## config.mk

```make
export PLATFORM = sky130hd
export DESIGN_NAME = host_cmd_rx
export DESIGN_NICKNAME = d
export VERILOG_FILES = /design/src/rtl/host_cmd_rx.sv
export SDC_FILE = /design/constraint.sdc
export NUM_CORES = 1
export LEC_CHECK = 0
export CAP_MARGIN = 20
export CORE_MARGIN = 4
export CORE_UTILIZATION = 45
export DETAILED_ROUTE_END_ITERATION = 10
export MAX_ROUTING_LAYER = met4
export PLACE_DENSITY_LB_ADDON = 0.25
export SYNTH_ARGS = -nofsm -noshare
export SYNTH_HDL_FRONTEND = slang
export SYNTH_SLANG_ARGS = --single-unit
```

## constraint.sdc

```tcl
create_clock -name clk -period 1.7 [get_ports clk]
set_clock_uncertainty 0.1 [all_clocks]
set_input_delay 0.425 -clock clk [delete_from_list [all_inputs] [get_ports clk]]
set_output_delay 0.425 -clock clk [all_outputs]
set_load 0.02 [all_outputs]
```

## src/rtl/host_cmd_rx.sv

```systemverilog
// Host link command receiver: oversamples sck/mosi in the clk domain,
// deframes 24-bit words and turns them into AGC/ADC register writes.
module host_cmd_rx #(
   parameter int IDLE_CYCLES = 1024
) (
   input  logic        clk,
   input  logic        arstn,
   input  logic        sck_in,
   input  logic        mosi_in,
   output logic [15:0] agc_data,
   output logic        agc_load,
   output logic [9:0]  adc_ctrlword,
   output logic        adc_ldctrl,
   output logic        adc_enable,
   output logic        cmd_valid,
   output logic [7:0]  cmd_addr,
   output logic [15:0] cmd_data,
   output logic        frame_err,
   output logic [7:0]  err_cnt
);

   localparam int TW = $clog2(IDLE_CYCLES + 1);
   localparam logic [TW-1:0] TMO_LAST = TW'(IDLE_CYCLES - 1);

   typedef enum logic [1:0] {
      S_IDLE,
      S_SHIFT,
      S_DONE
   } state_t;

   logic          sck_s1_q;
   logic          sck_s2_q;
   logic          sck_s3_q;
   logic          mosi_s1_q;
   logic          mosi_s2_q;
   logic          rise;

   state_t        state_q;
   state_t        state_d;
   logic [23:0]   shreg_q;
   logic [23:0]   shreg_d;
   logic [23:0]   shifted;
   logic [4:0]    bitcnt_q;
   logic [4:0]    bitcnt_d;
   logic [TW-1:0] tmo_q;
   logic [TW-1:0] tmo_d;

   logic [15:0]   agc_data_q;
   logic [15:0]   agc_data_d;
   logic [9:0]    adc_ctrl_q;
   logic [9:0]    adc_ctrl_d;
   logic          adc_en_q;
   logic          adc_en_d;
   logic [7:0]    cmd_addr_q;
   logic [7:0]    cmd_addr_d;
   logic [15:0]   cmd_data_q;
   logic [15:0]   cmd_data_d;
   logic          cmd_valid_q;
   logic          cmd_valid_d;
   logic          frame_err_q;
   logic          frame_err_d;
   logic [7:0]    err_cnt_q;
   logic [7:0]    err_cnt_d;
   logic          agc_pend_q;
   logic          agc_pend_d;
   logic          adc_pend_q;
   logic          adc_pend_d;
   logic          agc_load_q;
   logic          adc_ld_q;

   assign rise    = sck_s2_q & ~sck_s3_q;
   assign shifted = {shreg_q[22:0], mosi_s2_q};

   always_ff @(posedge clk) begin
      if (!arstn) begin
         sck_s1_q  <= 1'b0;
         sck_s2_q  <= 1'b0;
         sck_s3_q  <= 1'b0;
         mosi_s1_q <= 1'b0;
         mosi_s2_q <= 1'b0;
      end else begin
         sck_s1_q  <= sck_in;
         sck_s2_q  <= sck_s1_q;
         sck_s3_q  <= sck_s2_q;
         mosi_s1_q <= mosi_in;
         mosi_s2_q <= mosi_s1_q;
      end
   end

   always_comb begin
      state_d     = state_q;
      shreg_d     = shreg_q;
      bitcnt_d    = bitcnt_q;
      tmo_d       = '0;
      agc_data_d  = agc_data_q;
      adc_ctrl_d  = adc_ctrl_q;
      adc_en_d    = adc_en_q;
      cmd_addr_d  = cmd_addr_q;
      cmd_data_d  = cmd_data_q;
      cmd_valid_d = 1'b0;
      frame_err_d = 1'b0;
      err_cnt_d   = err_cnt_q;
      agc_pend_d  = 1'b0;
      adc_pend_d  = 1'b0;

      unique case (state_q)
         S_IDLE: begin
            if (rise) begin
               shreg_d  = shifted;
               bitcnt_d = 5'd1;
               state_d  = S_SHIFT;
            end
         end
         S_SHIFT: begin
            if (rise) begin
               shreg_d  = shifted;
               bitcnt_d = bitcnt_q + 5'd1;
               if (bitcnt_q == 5'd23) begin
                  state_d = S_DONE;
               end
            end else if (tmo_q == TMO_LAST) begin
               frame_err_d = 1'b1;
               shreg_d     = '0;
               bitcnt_d    = '0;
               state_d     = S_IDLE;
            end else begin
               tmo_d = tmo_q + TW'(1);
            end
         end
         S_DONE: begin
            cmd_addr_d  = shreg_q[23:16];
            cmd_data_d  = shreg_q[15:0];
            cmd_valid_d = 1'b1;
            case (shreg_q[23:16])
               8'h00: ;
               8'h01: begin
                  agc_data_d = shreg_q[15:0];
                  agc_pend_d = 1'b1;
               end
               8'h02: begin
                  adc_ctrl_d = shreg_q[9:0];
                  adc_pend_d = 1'b1;
               end
               8'h03: adc_en_d = shreg_q[0];
               default: frame_err_d = 1'b1;
            endcase
            // a rise here already belongs to the next frame
            if (rise) begin
               shreg_d  = {23'd0, mosi_s2_q};
               bitcnt_d = 5'd1;
               state_d  = S_SHIFT;
            end else begin
               shreg_d  = '0;
               bitcnt_d = '0;
               state_d  = S_IDLE;
            end
         end
         default: state_d = S_IDLE;
      endcase

      if (frame_err_d && (err_cnt_q != 8'hFF)) begin
         err_cnt_d = err_cnt_q + 8'd1;
      end
   end

   always_ff @(posedge clk) begin
      if (!arstn) begin
         state_q     <= S_IDLE;
         shreg_q     <= '0;
         bitcnt_q    <= '0;
         tmo_q       <= '0;
         agc_data_q  <= 16'h2AAA;
         adc_ctrl_q  <= 10'b1010101010;
         adc_en_q    <= 1'b0;
         cmd_addr_q  <= '0;
         cmd_data_q  <= '0;
         cmd_valid_q <= 1'b0;
         frame_err_q <= 1'b0;
         err_cnt_q   <= '0;
         agc_pend_q  <= 1'b0;
         adc_pend_q  <= 1'b0;
         agc_load_q  <= 1'b0;
         adc_ld_q    <= 1'b0;
      end else begin
         state_q     <= state_d;
         shreg_q     <= shreg_d;
         bitcnt_q    <= bitcnt_d;
         tmo_q       <= tmo_d;
         agc_data_q  <= agc_data_d;
         adc_ctrl_q  <= adc_ctrl_d;
         adc_en_q    <= adc_en_d;
         cmd_addr_q  <= cmd_addr_d;
         cmd_data_q  <= cmd_data_d;
         cmd_valid_q <= cmd_valid_d;
         frame_err_q <= frame_err_d;
         err_cnt_q   <= err_cnt_d;
         agc_pend_q  <= agc_pend_d;
         adc_pend_q  <= adc_pend_d;
         agc_load_q  <= agc_pend_q;
         adc_ld_q    <= adc_pend_q;
      end
   end

   assign agc_data     = agc_data_q;
   assign agc_load     = agc_load_q;
   assign adc_ctrlword = adc_ctrl_q;
   assign adc_ldctrl   = adc_ld_q;
   assign adc_enable   = adc_en_q;
   assign cmd_valid    = cmd_valid_q;
   assign cmd_addr     = cmd_addr_q;
   assign cmd_data     = cmd_data_q;
   assign frame_err    = frame_err_q;
   assign err_cnt      = err_cnt_q;

endmodule
```

# After elaboration in Yosys (flattened, before gate mapping)
# Index checks and enable logic that the tools add are counted.
dict set report totals {
  ff_bits 112
  latchBits 0
  ram_bits 0
  mem_bits_ro 0
  mem_count 0
}
dict set report op_classes {
  addsub 3
  mul 0
  div_mod_pow 0
  magnitude_cmp 0
  eq_ne 11
  shift 0
  n_mux 23
  bitwise 4
  reduce_logical 12
}
# cell n
set ops {}
lappend ops {{24-bit 2-to-1 mux} 3}
lappend ops {{24-bit case mux with 3 select lines} 1}
lappend ops {{8-bit by 2-bit equality test with 1-bit output (second input constant)} 2}
lappend ops {{5-bit 2-to-1 mux} 3}
lappend ops {{5-bit case mux with 3 select lines} 1}
lappend ops {{11-bit by 1-bit adder with 11-bit output (second input constant)} 1}
lappend ops {{11-bit by 10-bit equality test with 1-bit output (second input constant)} 1}
lappend ops {{1-bit 2-to-1 mux} 9}
lappend ops {{8-bit by 1-bit adder with 8-bit output (second input constant)} 1}
lappend ops {{8-bit by 1-bit equality test with 1-bit output (second input constant)} 1}
lappend ops {{8-bit zero test} 1}
lappend ops {{2-bit 2-to-1 mux} 4}
lappend ops {{8-bit inequality test (second input constant)} 1}
lappend ops {{2-bit AND reduction} 4}
lappend ops {{4-bit OR reduction} 2}
lappend ops {{3-bit inequality test (second input constant)} 2}
lappend ops {{2-bit case mux with 3 select lines} 1}
lappend ops {{3-bit AND reduction} 2}
lappend ops {{5-bit by 1-bit adder with 5-bit output (second input constant)} 1}
lappend ops {{5-bit equality test (second input constant)} 1}
lappend ops {{1-bit inverter} 3}
lappend ops {{3-bit nonzero test} 1}
lappend ops {{2-bit by 1-bit equality test with 1-bit output (second input constant)} 1}
lappend ops {{2-bit equality test (second input constant)} 1}
lappend ops {{5 further kinds} 5}

# Logic depth before layout (Yosys ltp)
# Gate-level depths: netlist (run 1).
dict set report depth {
  ltp_word 5
  mapped_depth 8
  mapped_depth_nobuf 6
}

# Worst setup path after synthesis (run 1)
# Ideal clock, no wire load.
dict set report synth_timing {
  path_type {register to register}
  start {reg tmo_q[0]}
  end {reg err_cnt_q[3] (netlist: err_cnt[3])}
  t_arrival_ns 1.640
  setup_slack_ns -0.110
  path_stages_with_launch 8
  n_path_buf 1
  period_less_slack_ns 1.810
  cell_sequence {dfxtp_1 ha_1 and3_1 and4_4 a32oi_2 buf_6 or3_1 a21oi_1}
}
dict set report synth_via {
  elab_chain_len 5
}
# item line
set synth_rtl {}
lappend synth_rtl {{from (decl)} 45} ;# logic [TW-1:0] tmo_q;
lappend synth_rtl {{from (signal assigned)} 188} ;# tmo_q <= tmo_d;
lappend synth_rtl {{11-bit by 10-bit equality test with 1-bit output} 121} ;# end else if (tmo_q == TMO_LAST) begin
lappend synth_rtl {{1-bit 2-to-1 mux} 121}
lappend synth_rtl {{1-bit 2-to-1 mux} 115} ;# if (rise) begin
lappend synth_rtl {{1-bit case mux with 2 select lines} 106} ;# unique case (state_q)
lappend synth_rtl {{1-bit logical AND} 161} ;# if (frame_err_d && (err_cnt_q != 8'hFF)) begin
lappend synth_rtl {{to (signal assigned)} 196} ;# err_cnt_q <= err_cnt_d;
lappend synth_rtl {{to (decl)} 62} ;# logic [7:0] err_cnt_q;
# Every way passes these cells.
# A chain may end at the register's enable or synchronous reset.

# Final worst setup path (run 1)
dict set report layout_timing {
  start {reg tmo_q[1]}
  end {reg bitcnt_q[2]}
}
dict set report layout_via {
  elab_chain_len 3
}
# item line
set layout_rtl {}
lappend layout_rtl {{11-bit by 10-bit equality test with 1-bit output} 121}
lappend layout_rtl {{3-bit inequality test (no source line)} n/a}
lappend layout_rtl {{3-bit AND reduction (no source line)} n/a}
lappend layout_rtl {{to (signal assigned)} 187} ;# bitcnt_q <= bitcnt_d;
lappend layout_rtl {{to (decl)} 43} ;# logic [4:0] bitcnt_q;
# Every way passes these cells.

==> results.yml, run 1 <==
sta:
  fin_ws_ns: -0.0975
  rsz0062_at_grt: "true"
  slew_violations: 0
  worstMarginPinSlew_ns: 0.381
  max_slew_margin_pct: 74.6
  setup_violations: 29
  finalHoldViolations: 0
  fin_crit_ns: 1.80
  fmax_mhz: 556
  finalCritPeriodShare_pct: 106
worst_setup_path:
  worst-path-max-fanout: 6
  cp_slowest_cell: "dfxtp_2"
  cp-end-kind: "register"
  crit_family: "simple AND/OR/NAND/NOR gates"
  crit_type: "reg2reg"
  cp_common_cell: "buf_6"
  max_stage_delay_ns: 0.36
  critPathArrivalTime_ns: 1.97
  path_cells: "ha_4, and3_4, and4_4, buf_6, o21ai_4, buf_12, buf_6, o2bb2ai_1, a21o_1"
  timing.critical_path.buf_inv: 3
  required_ns: 1.87
  worstSetupStartpointType: "register"
cells_and_area:
  syn2layout_area_growth_pct: 39.1
  fill_cells: 775
  fin_nets: 607
  drive_gt1_share_pct: 25.0
  antenna_cells: 0
  fin_area_sq_um: 6030
global_routing:
  grt_pass1_wl_microns: 16700
  track_usage_pct: 18.4
  antenna_found_initial: 0
  grt_pass1_vias: 3641
  overflow: 0
  grt_max_degree: 50
synth:
  synth_edf_count: 0
  netlist_area_sq_um: 4330
  synth.top_cell.area_share_pct: 51.7
  async_flop_share_pct: 0
  synthCells: 497
  yosysSeqAreaShare_pct: 51.7
  synth_nets: 508
  ys_warn_count: 0
  synth.most_common_cell: "dfxtp_1"
  yosys.area.top_type: "dfxtp_1"
  synthDistinctLibCells: 44
  dominantRegCellSynth: "dfxtp_1"
  synth_area_per_cell_sq_um: 8.72
  synthTopCellsByCount: "dfxtp_1, nand2_1, nand3_1"
  ys_ff_latch: 112
  synth_area_leaders: "dfxtp_1, nand2_1, mux2i_1"
routing:
  viasPerCell: 5.21
  post_drt_wl_per_cell_microns: 14.7
  wirelength_microns: 10700
  drc: 0
  ant_nets: 0
  firstDrtPassIters: 5
  vias: 3804
  wl_met1_microns: 4900
  top_layer: "met4"
  route.met2.wl_microns: 5160
  wl_met3_microns: 456
  drt_iter0_markers: 156
placement:
  dpl_cell_area_sq_um: 5420
  routabilityCongestion: 0.814
  dpl.hpwl_microns: 6640
  pre_cts_slack_ns: -0.102
  io_buffer_count: 66
floorplanning:
  core_sq_um: 9330
  io_pins: 67
  start_util_pct: 46.5
  die_w_microns: 106
  die_h_microns: 106
  placementRows: 35
  dieArea_sq_um: 11300
clock_tree:
  cts.sinks: 112
  htreeDepth: 3
  cts_inserted_buffers: 9
  clockBufferDepth: 2
  clkTransAtPathRegs_ns: 0.10
  cts_tree: "yes"
  clock-root-buffer: "clkbuf_8"
  clock_latency_ns: 0.37
pwr:
  pwr-share-seq_pct: 51.7
  p_int_uw: 3690
  combPwrFrac_pct: 18.6
  power_density_nw_per_um2: 860
  clkPwrFrac_pct: 29.6
  sw_frac_of_total_pct: 28.8
  p_sw_uw: 1490
  power_leakage_uw: 0.00236
  vdd_ir_drop_max_uv: 443
outcome:
  outcome: "complete, but fails checks"
  violations: "negative setup slack"
flow_run:
  cap_violations: 0
worst_hold_path:
  hold_path_class: "in2reg"
## path summary, 6_finish.rpt
kind	endpoint	slack (ns)	startpoint	cells after the start
setup reg to reg	bitcnt_q[2]$_SDFFE_PN0P_	-0.1	tmo_q[1]$_SDFF_PP0_	9
hold reg to reg	agc_load$_SDFF_PN0_	0.34	agc_pend_q$_SDFF_PN0_	1
setup / recovery	bitcnt_q[2]$_SDFFE_PN0P_	-0.1	tmo_q[1]$_SDFF_PP0_	9
hold / removal	frame_err$_SDFF_PN0_	0.31	arstn	3
## through the flow
| step | TNS (ns) | total power (uW) | hold WS [ns] | util (%) | cells |
|---|---|---|---|---|---|
| 2_1_floorplan | -0.0392 | 3090 | 0.312 | - | 497 |
| 3_3_place_gp | -0.109 | 3310 | 0.316 | 58.1 | 705 |
| 3_5_place_dp | -1.22 | 3330 | 0.318 | 58.1 | 705 |
| 4_1_cts | -2.25 | 4910 | 0.300 | 60.5 | 723 |
| 5_1_grt | -3.92 | 5390 | 0.304 | 64.7 | 730 |
| 6_report | -0.628 | 5190 | 0.315 | 64.7 | 730 |
## worst min-delay path, cell delays in order
cell and delay [ns]:
buf_2 0.15, nand2_1 0.12, nor2_1 0.05
## power groups by stage
stage | registers [uW] | clock network [uW] | logic (uW)
5_1_grt | 2690 | 1670 | 1030
4_1_cts | 2680 | 1570 | 661
3_3_place_gp | 2730 | 0 | 580
2_1_floorplan | 2730 | 0 | 355
6_report | 2680 | 1540 | 966
3_5_place_dp | 2740 | 0 | 594
## routing by layer
metal | track usage [%] | up-vias
li1 | - | 1873
met1 | 23.0 | 1819
met2 | 29.2 | 96
met3 | 3.83 | 16
met4 | 7.40 | 0
met5 | - | -
## state kept, by name, summed over array words and instances (netlist names), 2 cells and up
signal,cells
cmd_data,16
bitcnt_q,5
agc_data,16
shreg_q,24
tmo_q,11
state_q,2
err_cnt,8
adc_ctrlword,10
cmd_addr,8
## logic make-up after synthesis
logic type / count (synthesis) / share of synthesized area [%]
AOI/OAI and AO/OA: 64 / 8.34
adders and majority gates: 7 / 2.02
and+or+nand+nor: 241 / 26.0
xor gates and xnor gates: 8 / 1.62
buffers and inverters: 37 / 3.81
DFF: 112 / 51.7
muxes: 28 / 6.47
## cell usage in the layout, fill, tap and decap left out, types with 3 or more instances in the layout
cell type / n
and3_1: 4
dfxtp_2: 6
inv_1: 5
dlygate4sd2_1: 56
clkinv_4: 3
nand3_1: 32
buf_4: 35
ha_1: 3
dfxtp_1: 105
nand4b_1: 3
mux2i_1: 28
buf_12: 5
o21ai_1: 23
clkbuf_2: 4
nand2b_1: 8
o21ai_0: 5
or3_4: 3
clkbuf_16: 3
nand2_1: 81
nor2_1: 41
xnor2_1: 5
nand2_2: 12
nor3_4: 4
buf_6: 9
nand2_4: 6
ha_4: 4
and2_1: 9
clkdlybuf4s15_1: 3
nand3_2: 18
xor2_1: 3
a21oi_1: 20
clkbuf_8: 10
a21oi_2: 3
## layout make-up
type	instances	area, sq um	area share, %
multi-input combinational	348	2280	37.9
sequential	112	2250	37.4
timing repair buffer	119	1120	18.6
tap	129	161	2.68
clock buffer	11	141	2.34
clock inverter	5	48.8	0.809
inverter	6	22.5	0.373
## what timing repair did
item                       4_1_cts  5_1_grt
setup endpoints to repair      125       73
gates cloned                     0        5
buffers inserted                 2        2
pin swaps                        5       24
resized for setup               85      102
hold buffers                     0        0
(Power assumes the default switching activity.)
==> run 2: changes to the inputs <==
- SKIP_LAST_GASP: unset -> 1
==> run 2 against run 1 <==
Against the previous run:
- the flow still finishes with violations (negative setup slack)
- cell area down 0.73%
- first-iteration DRC count up 8.3%
- sequential power about the same
- clock-buffer cell count unchanged
- core utilization down 0.47 points
- flip-flop and latch count unchanged
- maximum frequency down 1.1%
- hold slack worse by 0.0078 ns
- via count about the same
- non-clock buffer count up 1
- power down 0.73%
- largest cell class is now sequential cells
==> results.yml, run 2 (synthesized netlist as in run 1, its figures left out) <==
routing:
  post_drt_wl_per_cell_microns: 14.6
  wirelength_microns: 10700
  drc: 0
  viasPerCell: 5.20
  vias: 3805
  drt_iter0_markers: 169
  ant_nets: 0
  firstDrtPassIters: 5
worst_setup_path:
  startpoint: "tmo_q[1]$_SDFF_PP0_"
  path_cells: "ha_4, and3_4, and4_4, buf_6, o21ai_4, buf_12, buf_6, o2bb2ai_1, a21o_1"
  cp-end-kind: "register"
  critPathArrivalTime_ns: 2.00
  worst-path-max-fanout: 6
  crit_type: "reg2reg"
  reg2reg_to: "bitcnt_q[2]$_SDFFE_PN0P_"
  r2r_start: "tmo_q[1]$_SDFF_PP0_"
  reg2reg_depth: 9
  r2r_setup_slack_ns: -0.12
  endpoint: "bitcnt_q[2]$_SDFFE_PN0P_"
  worstSetupStartpointType: "register"
  required_ns: 1.88
  cp_slowest_cell: "dfxtp_2"
  cp_common_cell: "buf_6"
  max_stage_delay_ns: 0.36
cells_and_area:
  final_cell_mix: "dfxtp_1, nand2_1, dlygate4sd2_1"
  fin_cells: 732
  largest_register_ff_count: 24
  regMostFlops: "shreg_q"
  fin_nets: 609
  drive_gt1_share_pct: 22.6
  fin_area_sq_um: 5990
  antenna_cells: 0
  syn2layout_area_growth_pct: 38.1
  fill_cells: 781
  final_common_cell: "dfxtp_1"
clock_tree:
  cts_inserted_buffers: 9
  htreeDepth: 3
  cts.sinks: 112
  cts.hold.buffers_added: 0
  clockBufferDepth: 2
  clkTransAtPathRegs_ns: 0.10
  cts_tree: "yes"
  clock_latency_ns: 0.38
  clock-root-buffer: "clkbuf_8"
floorplanning:
  die_w_microns: 106
  core_sq_um: 9330
  io_pins: 67
  start_util_pct: 46.5
  die_h_microns: 106
  dieArea_sq_um: 11300
  placementRows: 35
pwr:
  totalPowerFinal_uw: 5150
  power_density_nw_per_um2: 860
  vdd_ir_drop_max_uv: 447
  power_leakage_uw: 0.00236
global_routing:
  grt_max_degree: 50
  grt_pass1_wl_microns: 16700
  antenna_found_initial: 0
  grt_pass1_vias: 3641
  track_usage_pct: 18.4
  overflow: 0
sta:
  finalCritPeriodShare_pct: 107
  max_slew_margin_pct: 74.7
  fmax_mhz: 550
  finalHoldViolations: 0
  setup_violations: 27
  rsz0062_at_grt: "true"
  slew_violations: 0
  fin_ws_ns: -0.117
  worstMarginPinSlew_ns: 0.380
  fin_crit_ns: 1.82
  fin_setup_tns_ns: -0.775
outcome:
  outcome: "complete, but fails checks"
  violations: "negative setup slack"
worst_hold_path:
  hold_path_class: "in2reg"
placement:
  place_inst: 705
  io_buffer_count: 66
  dpl.hpwl_microns: 6640
  routabilityCongestion: 0.814
  pre_cts_slack_ns: -0.102
  dpl_cell_area_sq_um: 5420
flow_run:
  cap_violations: 0
## run 2: cell count changes in the layout (fill, tap and decap cells not counted), moves of 5 or more
| cell | before | now |
|---|---|---|
| nand2_1 | 81 | 86 |
| nand2_2 | 12 | 6 |
| nand3_1 | 32 | 43 |
| nand3_2 | 18 | 7 |
| o21ai_0 | 5 | 16 |
| o21ai_1 | 23 | 13 |
## run 2: power breakdown
group	leakage, uW	switching, uW	total, uW	internal [uW]
sequential	0.000907	30.8	2680	2650
clock	0.0000975	939	1540	604
combinational	0.00136	497	920	422
## run 2: area by class of cell
| class | instances | area [sq um] | share of cell area (%) |
|---|---|---|---|
| flip-flops and latches | 112 | 2250 | 37.6 |
| well taps | 129 | 161 | 2.70 |
| clock inverters | 5 | 48.8 | 0.815 |
| clock buffers | 11 | 141 | 2.36 |
| multi-input cells | 349 | 2230 | 37.2 |
| repair buffers | 120 | 1130 | 19.0 |
| inverters | 6 | 22.5 | 0.376 |
## run 2: worst min-delay path by stage
stage	cells past startpoint	to	startpoint	slack, ns
3_5_place_dp	1	agc_load$_SDFF_PN0_	agc_pend_q$_SDFF_PN0_	0.32
4_1_cts	3	frame_err$_SDFF_PN0_	arstn	0.30
6_report	3	frame_err$_SDFF_PN0_	arstn	0.31
5_1_grt	3	frame_err$_SDFF_PN0_	arstn	0.30
3_3_place_gp	1	sck_s2_q$_SDFF_PN0_	sck_s1_q$_SDFF_PN0_	0.32
2_1_floorplan	1	adc_ldctrl$_SDFF_PN0_	adc_pend_q$_SDFF_PN0_	0.31
## run 2: per-stage QoR
stage	hold WS (ns)	utilization, %
final	0.307	64.2
after global routing	0.304	64.2
after CTS	0.300	60.4
after detailed placement	0.318	58.1
after global placement	0.316	58.1
after floorplan	0.312	-
## run 2: per-layer routing
metal / vias to the layer above / global-route usage (%) / wire, microns / part of all wire, %
met3: 19 / 3.83 / 446 / 4.2
met1: 1803 / 23.0 / 4860 / 46
li1: 1882 / - / - / -
met5: - / - / 0 / 0
met4: 0 / 7.40 / 240 / 2.3
met2: 101 / 29.2 / 5100 / 48
## run 2: worst max-delay path: cells and delay by family, from the launching register on
family | cells | cell delay, ns
simple gates | 2 | 0.41
flops | 1 | 0.36
fa+ha+maj | 1 | 0.13
compound gates | 3 | 0.34
buf+inv | 3 | 0.38
## run 2: repair_timing
item | in CTS | in global routing
resized for setup | 83 | 78
buffers inserted | 2 | 3
cloned | 0 | 6
endpoints found under the setup margin | 125 | 73
pin swaps | 4 | 18
==> run 3: changes to the inputs <==
- CAP_MARGIN: 20 -> unset
==> results of run 3 <==
Same layout as run 2: the final DEF is identical, and so are final timing and power.
